[src/rtl/csa_pkg.sv]
// Shared constants and types for the pipelined carry-select adder.
// Sizing helpers live here so the top and the slice agree on defaults.
package csa_pkg;

  localparam int DEF_WIDTH = 16;
  localparam int DEF_BLOCK = 4;

  typedef struct packed {
    logic carry;
    logic sub;
    logic valid;
  } stage_meta_t;

  // One pipeline stage per slice; a bad BLOCK is rejected by the top.
  function automatic int csa_nstg(input int width, input int block);
    return (block > 0) ? width / block : 1;
  endfunction

endpackage

[src/rtl/csa_slice.sv]
// One BLOCK-bit carry-select slice: both ripple sums are formed up front,
// and the incoming carry only drives the final mux.
module csa_slice import csa_pkg::*; #(
  parameter int BLOCK = DEF_BLOCK
) (
  input  logic [BLOCK-1:0] a_s,
  input  logic [BLOCK-1:0] b_s,
  input  logic             c_in,
  output logic [BLOCK-1:0] s,
  output logic             c_out,
  output logic             c_msb_in
);

  logic [BLOCK-1:0] w_sum0, w_sum1;
  logic [BLOCK:0]   w_c0, w_c1;

  // Two independent ripple chains, seeded with carry 0 and carry 1.
  always_comb begin
    w_sum0  = '0;
    w_sum1  = '0;
    w_c0    = '0;
    w_c1    = '0;
    w_c1[0] = 1'b1;
    for (int i = 0; i < BLOCK; i++) begin
      w_sum0[i]   = a_s[i] ^ b_s[i] ^ w_c0[i];
      w_c0[i+1]   = (a_s[i] & b_s[i]) | (w_c0[i] & (a_s[i] ^ b_s[i]));
      w_sum1[i]   = a_s[i] ^ b_s[i] ^ w_c1[i];
      w_c1[i+1]   = (a_s[i] & b_s[i]) | (w_c1[i] & (a_s[i] ^ b_s[i]));
    end
  end

  assign s        = c_in ? w_sum1 : w_sum0;
  assign c_out    = c_in ? w_c1[BLOCK] : w_c0[BLOCK];
  assign c_msb_in = c_in ? w_c1[BLOCK-1] : w_c0[BLOCK-1];

endmodule

[src/rtl/csa_pipe_adder.sv]
// Pipelined carry-select adder/subtractor: one slice resolved per stage,
// registered inter-slice carry, valid/ready on both sides, global stall.
module csa_pipe_adder import csa_pkg::*; #(
  parameter int WIDTH = DEF_WIDTH,
  parameter int BLOCK = DEF_BLOCK
) (
  input  logic             clk,
  input  logic             rst_n,
  input  logic             in_valid,
  output logic             in_ready,
  input  logic [WIDTH-1:0] a,
  input  logic [WIDTH-1:0] b,
  input  logic             cin,
  input  logic             sub,
  output logic             out_valid,
  input  logic             out_ready,
  output logic [WIDTH-1:0] sum,
  output logic             cout,
  output logic             ovf
);

  localparam int NSTG = csa_nstg(WIDTH, BLOCK);

  if (BLOCK < 1) begin : g_badBlock
    $error("csa_pipe_adder: BLOCK must be at least 1");
  end else if (WIDTH % BLOCK != 0) begin : g_badWidth
    $error("csa_pipe_adder: WIDTH must be a multiple of BLOCK");
  end

  logic             w_stall;
  logic             r_outValid;
  logic             r_cout;
  logic             r_ovf;
  logic [WIDTH-1:0] r_sum;

  assign w_stall  = r_outValid && !out_ready;
  assign in_ready = !w_stall;

  // Stage k holds finished sum bits below its slice and raw A bits above it
  // in r_acc; r_b shrinks as consumed B slices are dropped.
  for (genvar k = 0; k < NSTG; k++) begin : g_stg
    localparam int BW = WIDTH - k * BLOCK;

    stage_meta_t      r_meta, w_metaIn;
    logic [WIDTH-1:0] r_acc, w_accIn, w_accOut;
    logic [BW-1:0]    r_b, w_bIn;
    logic [BLOCK-1:0] w_s;
    logic             w_cout;
    logic             w_msb;

    if (k == 0) begin : g_head
      assign w_metaIn = '{carry: sub | cin, sub: sub, valid: in_valid};
      assign w_accIn  = a;
      assign w_bIn    = b;
    end else begin : g_body
      assign w_metaIn = '{carry: g_stg[k-1].w_cout,
                          sub:   g_stg[k-1].r_meta.sub,
                          valid: g_stg[k-1].r_meta.valid};
      assign w_accIn  = g_stg[k-1].w_accOut;
      assign w_bIn    = g_stg[k-1].r_b[WIDTH-(k-1)*BLOCK-1:BLOCK];
    end

    // B travels uninverted; the sub flag rides along and inverts each slice.
    csa_slice #(.BLOCK(BLOCK)) u_slice (
      .a_s      (r_acc[k*BLOCK +: BLOCK]),
      .b_s      (r_b[BLOCK-1:0] ^ {BLOCK{r_meta.sub}}),
      .c_in     (r_meta.carry),
      .s        (w_s),
      .c_out    (w_cout),
      .c_msb_in (w_msb)
    );

    always_comb begin
      w_accOut                    = r_acc;
      w_accOut[k*BLOCK +: BLOCK]  = w_s;
    end

    always_ff @(posedge clk or negedge rst_n) begin
      if (!rst_n) begin
        r_meta <= '0;
        r_acc  <= '0;
        r_b    <= '0;
      end else if (!w_stall) begin
        r_meta <= w_metaIn;
        r_acc  <= w_accIn;
        r_b    <= w_bIn;
      end
    end
  end

  // Output register holds the finished beat until downstream takes it.
  always_ff @(posedge clk or negedge rst_n) begin
    if (!rst_n) begin
      r_outValid <= 1'b0;
      r_sum      <= '0;
      r_cout     <= 1'b0;
      r_ovf      <= 1'b0;
    end else if (!w_stall) begin
      r_outValid <= g_stg[NSTG-1].r_meta.valid;
      r_sum      <= g_stg[NSTG-1].w_accOut;
      r_cout     <= g_stg[NSTG-1].w_cout;
      r_ovf      <= g_stg[NSTG-1].w_cout ^ g_stg[NSTG-1].w_msb;
    end
  end

  assign out_valid = r_outValid;
  assign sum       = r_sum;
  assign cout      = r_cout;
  assign ovf       = r_ovf;

endmodule

[config.mk]
export PLATFORM = sky130hd
export DESIGN_NAME = csa_pipe_adder
export DESIGN_NICKNAME = d
export VERILOG_FILES = /design/src/rtl/csa_pkg.sv /design/src/rtl/csa_slice.sv /design/src/rtl/csa_pipe_adder.sv
export SDC_FILE = /design/constraint.sdc
export NUM_CORES = 1
export LEC_CHECK = 0
export ABC_AREA = 1
export CAP_MARGIN = 20
export CORE_AREA = 2 2 154 156
export DETAILED_ROUTE_END_ITERATION = 16
export DIE_AREA = 0 0 156 158
export PLACE_DENSITY_LB_ADDON = 0.08
export SYNTH_ARGS = -nofsm -noshare
export SYNTH_HDL_FRONTEND = slang
export SYNTH_SLANG_ARGS = --single-unit
[constraint.sdc]
create_clock -name clk -period 2.2 [get_ports clk]
set_input_delay 0.33 -clock clk [delete_from_list [all_inputs] [get_ports clk]]
set_output_delay 0.33 -clock clk [all_outputs]
set_load 0.01 [all_outputs]
==> results.py <==
metrics = {
    "sta": {
        "slew_violations": 0,
        "hold_viol": 0,
        "finalClockSkew_ps": 9.47,
        "worstMarginPinSlew_ps": 419,
        "min_period_over_period_pct": 104,
        "fin_crit_ps": 2280,
        "fmax_mhz": 439,
        "setup_viol": 3,
        "fin_ws_ps": -79.8,
        "slew-limit-headroom_pct": 72.1,
        "rsz0062_at_grt": "true",
    },
    "logic_synthesis": {
        "synth_top_area_share_pct": 59.6,
        "synth_area_leaders": "dfrtp_1 (60%), nand2_1 (20%), o21ai_0 (5.6%), fa_1 (4.2%), inv_1 (3.2%)",
        "yosys_warnings": 0,
        "syn_nets": 676,
        "postSynthAreaPerCell_um2": 9.18,
        "synthCells": 618,
        "synth_seq_cells": 135,
        "synth_cell_types": 15,
        "synth_seq_area_share_pct": 59.6,
        "synthesis.area_um2": 5670,
        "synth_top_area_cell": "dfrtp_1",
    },
    "drt": {
        "vias_per_cell": 3.93,
        "drc": 0,
        "wl_mm": 11.8,
        "wl_per_cell_um": 12.0,
        "drtIter0Drc": 198,
        "vias": 3859,
        "ant_nets": 0,
        "dr.pass1.iters": 4,
    },
    "cts": {
        "clkTransAtPathRegs_ps": 60,
        "cts_max_level": 4,
        "clock-sinks": 135,
        "cts_tree": "built",
        "root_buffer": "clkbuf_16",
        "insertion_delay_ps": 420,
        "numCtsBuffers": 17,
        "clockBufferDepth": 2,
    },
    "grt": {
        "grt_pass1_wl_mm": 20.4,
        "antenna_found_initial": 0,
        "grt.overflow.total": 0,
        "first_global_vias": 4105,
        "grt_use_total_pct": 10.5,
        "grt_max_degree": 95,
    },
    "finish": {
        "fin_nets": 738,
        "mostFrequentLayoutCell": "nand2_1",
        "layout-drive-gt1-share_pct": 12.4,
        "antenna_cells": 0,
        "area_growth_pct": 31.5,
        "final_cell_mix": "nand2_1 (291), dfrtp_1 (135), o21ai_0 (58), clkdlybuf4s50_1 (56), inv_1 (43)",
        "finish.utilization_pct": 32.3,
    },
    "setup_path": {
        "critPathSlowestCell": "fa_2",
        "cp-end-kind": "flop",
        "path_common_cell": "fa_2",
        "worstSetupStartpointType": "flop",
        "path_cells": "xnor2_2 -> inv_1 -> ha_2 -> nand2_2 -> o21ai_2 -> fa_2 -> inv_2 -> fa_2 -> inv_2 -> fa_2 -> nand2_1 -> nand2_1",
        "cp_max_fo": 2,
        "path_delay_family": "adder cells",
        "cp.depth": 12,
        "endpoint": "sum[15]$_DFFE_PN0N_",
        "rrSetupSlack_ps": -80,
        "path_class": "reg2reg",
        "r2r_end": "sum[15]$_DFFE_PN0N_",
        "path_buf_inv": 3,
        "cpPeakStageDelay_ps": 510,
        "reg2reg_depth": 12,
        "crit_start": "g_stg[3].r_b[0]$_DFFE_PN0N_",
        "cp_data_required_time_ps": 2560,
        "worstPathArrival_ps": 2640,
        "timing.rr.start": "g_stg[3].r_b[0]$_DFFE_PN0N_",
    },
    "flow_run": {
        "maxCapViolations": 0,
    },
    "floorplan": {
        "die_h_um": 158,
        "die-area_um2": 24600,
        "core-area_um2": 23100,
        "ios": 58,
        "num_rows": 56,
        "die_w_um": 156,
        "start_util_pct": 24.6,
    },
    "placement": {
        "gp_congestion": 0.713,
        "place_hpwl_mm": 7.62,
        "io_buffers": 57,
    },
    "pwr": {
        "peakVddDrop_mv": 0.460,
        "total_power_mw": 11.7,
        "power_per_cell_area_nw_per_um2": 1570,
        "p_leak_nw": 3.64,
    },
    "hold_path": {
        "worstHoldPathType": "in2async",
    },
    "outcome": {
        "outcome": "finished, violations left",
        "violations": "negative setup slack",
    },
}
layer usage:
metal	up-vias	share of wire, %	wire length (µm)	track usage [%]
met5	-	0	0	0
met4	0	0.80	94	3.93
met3	7	3.6	420	2.98
met2	53	44	5150	15.8
met1	1796	52	6100	14.4
li1	2003	-	-	-
repair_timing:
| item | CTS | global route |
|---|---|---|
| setup endpoints to repair | 6 | 7 |
| setup buffers | 1 | 2 |
| hold buffers | 1 | 0 |
| endpoints found under the hold margin | 38 | 0 |
| resized for setup | 10 | 6 |
| pin swaps | 8 | 5 |
| gates cloned | 0 | 0 |
cell families (layout without fill, tap and decap cells):
logic type,after synthesis,count (layout),share of synthesized area (%)
XOR/XNOR,16,16,2.47
adder cells (fa/ha/maj),20,20,6.00
AO/OA/AOI/OAI,64,64,5.65
AND/OR/NAND/NOR,301,301,20.2
flip-flops,135,135,59.6
buffers and inverters,82,157,6.15
layout make-up:
type | count | area [µm²]
Fill cell | 2421 | 15600
Sequential cell | 135 | 3380
Multi-Input combinational cell | 401 | 2060
Timing Repair Buffer | 75 | 763
Clock buffer | 17 | 425
Tap cell | 290 | 363
Clock inverter | 15 | 280
Inverter | 50 | 188
registers in the layout, summed over array words and instances (netlist names):
name          count
out_valid         1
ovf               1
g_stg.r_b        40
cout              1
sum              16
g_stg.r_acc      64
g_stg.r_meta     12
how the worst min path moves through the flow:
stage,depth (start not counted),end,startpoint
floorplan,0,cout$_DFFE_PN0N_,rst_n
global placement,1,g_stg[3].r_acc[0]$_DFFE_PN0N_,rst_n
detailed placement,1,sum[0]$_DFFE_PN0N_,rst_n
CTS,2,sum[0]$_DFFE_PN0N_,rst_n
global route,2,sum[0]$_DFFE_PN0N_,rst_n
finish,2,sum[0]$_DFFE_PN0N_,rst_n
cells in the mapped netlist:
master and number:
nand2_1 295, dfrtp_1 135, xnor2_1 11, xor2_1 5, buf_2 15, o21ai_0 64, fa_1 12, inv_1 49
ha_1 8, nor2_4 1, buf_4 6, clkbuf_1 11, nand2_2 1, nand3_1 4, inv_2 1
report_power, final:
part           internal (mW)  total, mW  switching (mW)
clock                   2.34       3.44            1.09
sequential              3.59       4.20           0.611
combinational           1.84       4.06            2.21
total                   7.77       11.7            3.92
through the flow:
stage	hold slack [ps]	TNS [ps]	instances	setup slack (ps)	cell area (µm²)
2_1_floorplan	34.4	-461	618	-139	5770
3_3_place_gp	278	-294	947	-85.2	6670
3_5_place_dp	282	-550	947	-140	6670
4_1_cts	413	-328	981	-117	7430
5_1_grt	434	-751	983	-189	7460
6_report	399	-194	983	-79.8	7460
(Power assumes the default switching activity.)
